File: config.mk
export PLATFORM = sky130hd
export DESIGN_NAME = branch_cmp_pipe
export DESIGN_NICKNAME = d
export VERILOG_FILES = /design/src/rtl/branch_cmp_pkg.sv /design/src/rtl/branch_cmp_pipe_chunk.sv /design/src/rtl/branch_cmp_pipe.sv
export SDC_FILE = /design/constraint.sdc
export NUM_CORES = 1
export LEC_CHECK = 0
export BUFFER_PORTS_ARGS = -buffer_cell sky130_fd_sc_hd__buf_2
export CAP_MARGIN = 20
export CORE_MARGIN = 2
export CORE_UTILIZATION = 51
export CTS_BUF_LIST = sky130_fd_sc_hd__clkbuf_16
export CTS_CLUSTER_SIZE = 8
export DETAILED_ROUTE_END_ITERATION = 10
export GPL_ROUTABILITY_DRIVEN = 1
export PLACE_DENSITY = 0.85
export SLEW_MARGIN = 0
export SYNTH_ARGS = -nofsm -noshare
export SYNTH_HDL_FRONTEND = slang
export SYNTH_SLANG_ARGS = --single-unit
File: constraint.sdc
create_clock -name clk -period 5.34 [get_ports clk]
set_clock_uncertainty 0.2 [all_clocks]
set_input_delay 0.801 -clock clk [delete_from_list [all_inputs] [get_ports clk]]
set_output_delay 0.801 -clock clk [all_outputs]
set_load 0.03 [all_outputs]
File: src/rtl/branch_cmp_pkg.sv
// Shared definitions for the pipelined branch comparator.
//   F3_*        : RISC-V B-type funct3 encodings
//   s1_ctrl_t   : width-independent part of the stage-1 payload
//                 (operand sign bits and the branch condition)
package branch_cmp_pkg;

    localparam logic [2:0] F3_BEQ  = 3'b000;
    localparam logic [2:0] F3_BNE  = 3'b001;
    localparam logic [2:0] F3_BLT  = 3'b100;
    localparam logic [2:0] F3_BGE  = 3'b101;
    localparam logic [2:0] F3_BLTU = 3'b110;
    localparam logic [2:0] F3_BGEU = 3'b111;

    typedef struct packed {
        logic       sa;
        logic       sb;
        logic [2:0] funct3;
    } s1_ctrl_t;

endpackage

File: src/rtl/branch_cmp_pipe_chunk.sv
// One CHUNK-wide slice of the first comparator stage (purely combinational).
//   a, b : operand slices
//   eq   : a == b
//   ltu  : a < b, unsigned
module cmp_chunk #(
    parameter int CHUNK = 8
) (
    input  logic [CHUNK-1:0] a,
    input  logic [CHUNK-1:0] b,
    output logic             eq,
    output logic             ltu
);

    assign eq  = (a == b);
    assign ltu = (a < b);

endmodule

File: src/rtl/branch_cmp_pipe.sv
// Two-stage valid/ready branch comparator for the execute stage.
// Stage 1 compares CHUNK-wide slices in parallel; stage 2 merges them into
// EQ / LTU / LTS and decodes the B-type condition.
//   clk, rst          : clock, async active-high reset
//   flush             : kills everything in flight at the next edge
//   in_valid/in_ready : operand handshake (in_ready is combinational from out_ready)
//   in_a, in_b        : rs1 / rs2
//   in_funct3, in_tag : branch condition and pass-through sideband tag
//   out_valid/out_ready : result handshake
//   out_taken, out_eq, out_lt, out_illegal, out_tag : registered result
module branch_cmp_pipe
    import branch_cmp_pkg::*;
#(
    parameter int WIDTH = 32,
    parameter int CHUNK = 8,
    parameter int TAG_W = 5
) (
    input  logic             clk,
    input  logic             rst,
    input  logic             flush,
    input  logic             in_valid,
    output logic             in_ready,
    input  logic [WIDTH-1:0] in_a,
    input  logic [WIDTH-1:0] in_b,
    input  logic [2:0]       in_funct3,
    input  logic [TAG_W-1:0] in_tag,
    output logic             out_valid,
    input  logic             out_ready,
    output logic             out_taken,
    output logic             out_eq,
    output logic             out_lt,
    output logic             out_illegal,
    output logic [TAG_W-1:0] out_tag
);

    localparam int NCHUNK = WIDTH / CHUNK;
    // Reduction tree is built over a power-of-two width; pad leaves are 1.
    localparam int NPOW   = 1 << $clog2(NCHUNK);

    logic [NCHUNK-1:0] eq_c;
    logic [NCHUNK-1:0] ltu_c;

    logic              s1_valid;
    logic [NCHUNK-1:0] s1_eq;
    logic [NCHUNK-1:0] s1_ltu;
    s1_ctrl_t          s1_ctrl;
    logic [TAG_W-1:0]  s1_tag;

    logic adv1, adv2;

    logic [NPOW-1:0] eq_pad;
    logic            eq_all;
    logic            ltu_sel;
    logic            lts;
    logic            taken_d;
    logic            lt_d;
    logic            illegal_d;

    for (genvar g = 0; g < NCHUNK; g++) begin : g_chunk
        cmp_chunk #(.CHUNK(CHUNK)) u_chunk (
            .a   (in_a[g*CHUNK +: CHUNK]),
            .b   (in_b[g*CHUNK +: CHUNK]),
            .eq  (eq_c[g]),
            .ltu (ltu_c[g])
        );
    end

    assign adv2     = ~out_valid | out_ready;
    assign adv1     = ~s1_valid | adv2;
    assign in_ready = adv1;

    always_ff @(posedge clk or posedge rst) begin
        if (rst) begin
            s1_valid <= 1'b0;
            s1_eq    <= '0;
            s1_ltu   <= '0;
            s1_ctrl  <= '0;
            s1_tag   <= '0;
        end else begin
            if (flush) begin
                s1_valid <= 1'b0;
            end else if (adv1) begin
                s1_valid <= in_valid;
            end
            if (adv1) begin
                s1_eq          <= eq_c;
                s1_ltu         <= ltu_c;
                s1_ctrl.sa     <= in_a[WIDTH-1];
                s1_ctrl.sb     <= in_b[WIDTH-1];
                s1_ctrl.funct3 <= in_funct3;
                s1_tag         <= in_tag;
            end
        end
    end

    // Pairwise AND, halving each level, so depth is log2(NCHUNK).
    function automatic logic and_tree(input logic [NPOW-1:0] v);
        logic [NPOW-1:0] t;
        t = v;
        for (int w = NPOW / 2; w >= 1; w = w / 2) begin
            for (int i = 0; i < w; i++) begin
                t[i] = t[2*i] & t[2*i+1];
            end
        end
        return t[0];
    endfunction

    always_comb begin
        eq_pad               = '1;
        eq_pad[NCHUNK-1:0]   = s1_eq;
        eq_all               = and_tree(eq_pad);

        // Later iterations overwrite earlier ones, so the most-significant
        // differing chunk decides.
        ltu_sel = 1'b0;
        for (int k = 0; k < NCHUNK; k++) begin
            if (!s1_eq[k]) ltu_sel = s1_ltu[k];
        end

        lts = (s1_ctrl.sa != s1_ctrl.sb) ? (s1_ctrl.sa & ~s1_ctrl.sb) : ltu_sel;

        taken_d   = 1'b0;
        lt_d      = ltu_sel;
        illegal_d = 1'b0;
        case (s1_ctrl.funct3)
            F3_BEQ:  taken_d = eq_all;
            F3_BNE:  taken_d = ~eq_all;
            F3_BLT:  begin taken_d = lts;  lt_d = lts; end
            F3_BGE:  begin taken_d = ~lts; lt_d = lts; end
            F3_BLTU: taken_d = ltu_sel;
            F3_BGEU: taken_d = ~ltu_sel;
            default: begin illegal_d = 1'b1; lt_d = 1'b0; end
        endcase
    end

    always_ff @(posedge clk or posedge rst) begin
        if (rst) begin
            out_valid   <= 1'b0;
            out_taken   <= 1'b0;
            out_eq      <= 1'b0;
            out_lt      <= 1'b0;
            out_illegal <= 1'b0;
            out_tag     <= '0;
        end else begin
            if (flush) begin
                out_valid <= 1'b0;
            end else if (adv2) begin
                out_valid <= s1_valid;
            end
            if (adv2) begin
                out_taken   <= taken_d;
                out_eq      <= eq_all;
                out_lt      <= lt_d;
                out_illegal <= illegal_d;
                out_tag     <= s1_tag;
            end
        end
    end

endmodule

==> impl_metrics.ini <==
[placed_design]
placement.cell_area_mm2 = 0.00247
finalWeightedCongestion = 0.793
port_buf_inserts = 87
place.detailed.instances = 358
post_dp_hpwl_mm = 3.22

[worst_setup_path]
worstPathMaxFanout = 25
worstPathArrival_ns = 2.04
cp_slowest_stage_delay_ns = 0.37
cpMaxStageDelayCell = sky130_fd_sc_hd__and2_4
worstSetupPathType = in2out
crit_path_end_kind = output pin
critPathMostFrequentCell = sky130_fd_sc_hd__buf_2
crit_path_buffers_inverters = 3
worst_ep_required_time_ns = 4.34
critPathTopFamily = simple AND/OR/NAND/NOR gates
worstPathCellList = buf_2 -> nor2b_4 -> and2_4 -> inv_2 -> buf_2
critical_path_startpoint_category = input pin

[drt]
drt_total_wl_mm = 3.87
vias_after_detailed_routing = 1833
drt_first_pass_iters = 4
route.antenna.remaining_nets = 0
first_iter_violations = 54
final_routed_drc_violation_total = 0
drt-vias-per-instance = 5.01
mean_routed_wirelength_per_cell_um = 10.6

[min_path]
hold_class = reg2reg

[timing]
tightest_slew_ns = 0.409
achievable-frequency_ghz = 0.329
unrepaired_setup_endpoints_after_global_routing = false
finalSetupTns_ns = 0
report.final.hold_viol_count = 0
timing.slew.headroom_pct = 72.7
finalWorstPathRequiredPeriod_ns = 3.04
fin_crit_sh_pct = 56.9
timing.final.max_slew_violations = 0
setup_viol = 0

[clocking]
clock_path_buffers = 2
hold_buf_cts = 0
cts_tree = built
cts_resized = 0
worstSkewPairLatency_ns = 0.27
cts-htree-levels = 2
post_cts.repair.setup_buffers = 0
cts-buffers-inserted = 5
root_buffer = sky130_fd_sc_hd__clkbuf_16
clkSinkCount = 29
clk_transition_reported_paths_ns = 0.04

[die]
chipHeight_um = 66.9
ios = 88
die_width_um = 66.9
die_area_mm2 = 0.00448
initial_utilization_pct = 53.9
core_mm2 = 0.00374
placement_rows = 22

[grt]
grt_first_pass_wirelength_mm = 6.77
pin_count_of_the_biggest_net_entering_global_routing = 30
globalRouteOverflowTotal = 0
first_global_vias = 1727
initial_antenna_violation_count = 0
global_route.usage.total_pct = 19.8

[layout]
fill_cells = 300
final_cells = 366
syn_to_final_growth_pct = 30.2
final_layout_size_suffix_gt1_share_pct = 32.7
num_antenna_cells = 0
mostFrequentLayoutCell = sky130_fd_sc_hd__buf_2
finish.net_count = 428
final_cell_area_mm2 = 0.00263
most-common-layout-cells = 87 x sky130_fd_sc_hd__buf_2, 39 x sky130_fd_sc_hd__nand2_1, 39 x sky130_fd_sc_hd__inv_1

[outcome]
run_status = finished clean

[synthesis]
yosysWarnings = 0
syn-num-nets = 339
synth_area_per_cell_um2 = 8.82
sequential_share_of_the_synthesized_area_pct = 35.9
ys_ff_latch = 29
synth.lib_cells_used.distinct = 32
syn-cell-area_mm2 = 0.00202
post_synth_inst_count = 229

[power]
p_per_area_mw_per_mm2 = 238
ir_worst_vdd_mv = 0.106
p_leak_nw = 1.53

[flow_run]
max-cap-violations = 0
per-stage QoR:
stage	hold slack (ns)	util [%]	power (mW)	setup slack (ns)
after detailed placement	0.257	66.0	0.380	2.29
after floorplan	0.235	-	0.331	2.84
after global placement	0.248	66.0	0.376	2.32
after CTS	0.267	69.5	0.631	2.28
final	0.264	70.3	0.625	2.30
after global routing	0.286	70.3	0.664	2.20
flip-flops by register name (all words and copies together), names as in the netlist:
| signal | count |
|---|---|
| eq_pad | 4 |
| out_eq | 1 |
| out_illegal | 1 |
| out_lt | 1 |
| out_tag | 5 |
| out_taken | 1 |
| out_valid | 1 |
| s1_ctrl | 5 |
| s1_ltu | 4 |
| s1_tag | 5 |
| s1_valid | 1 |
logic make-up after synthesis:
family	after synthesis	synth area share, %
simple gates	71	16.3
mux	6	3.53
fa+ha+maj	33	20.4
xor+xnor	2	0.868
compound gates	43	13.4
buf+inv	45	9.48
flops	29	35.9
power by group:
group	total (mW)	switching, mW	internal (mW)
clock	0.247	0.0823	0.165
sequential	0.245	0.00897	0.236
combinational	0.133	0.0673	0.0659
per-layer routing:
layer / GRT usage, % / share of wire (%) / wire (um) / vias up
met2: 34.4 / 50 / 1950 / 62
met1: 22.6 / 40 / 1570 / 816
met3: 4.90 / 7.3 / 281 / 6
li1: - / - / - / 949
met5: 0 / 0 / 0 / -
met4: 9.69 / 1.8 / 70 / 0
worst reg2reg max path: cells and delay by family (launching register included):
kind            cells  cell delay (ns)
compound gates      2             0.19
fa+ha+maj           1             0.30
buf+inv             1             0.05
mux                 1             0.30
flops               1             0.35
xor+xnor            1             0.16
simple gates        1             0.25
path summary, 6_finish.rpt:
| path | start | end | slack, ns | cells past startpoint |
|---|---|---|---|---|
| max | out_ready | in_ready | 2.30 | 5 |
| min | s1_tag[3] | s1_tag[3] | 0.26 | 2 |
| max reg2reg | s1_ctrl[3] | out_taken | 3.43 | 7 |
| min reg2reg | s1_tag[3] | s1_tag[3] | 0.26 | 2 |
| max in group asynchronous | rst | out_tag[0] | 4.20 | 3 |
| min in group asynchronous | rst | s1_ltu[2] | 0.31 | 2 |
cells in the mapped netlist, drive strengths merged:
cell	count	share of area [%]
a21oi	14	3.7
nor2b	2	0.99
nand2b	3	0.93
xor2	2	0.87
nand4	5	1.5
nor2	9	1.7
o31ai	1	0.37
nand2	39	7.2
dfrtp	29	36
or2b	1	0.37
and2	1	0.43
mux2	6	3.5
a21o	8	3.0
nand3	8	2.0
inv	39	7.2
a211oi	4	1.5
nor4	1	0.31
a31oi	1	0.31
ha	33	20
o21ai	10	2.5
buf	6	2.2
or2	1	0.43
a41oi	4	1.7
nand3b	1	0.37
a311oi	1	0.43
layout make-up:
type	count	area (um^2)	area share, %
multi-input combinational	155	1100	41.9
sequential	29	726	27.6
timing repair buffer	88	463	17.6
inverter	39	146	5.57
clock buffer	5	125	4.76
tap	48	60.1	2.28
clock inverter	2	7.51	0.285
(Power assumes the default switching activity.)
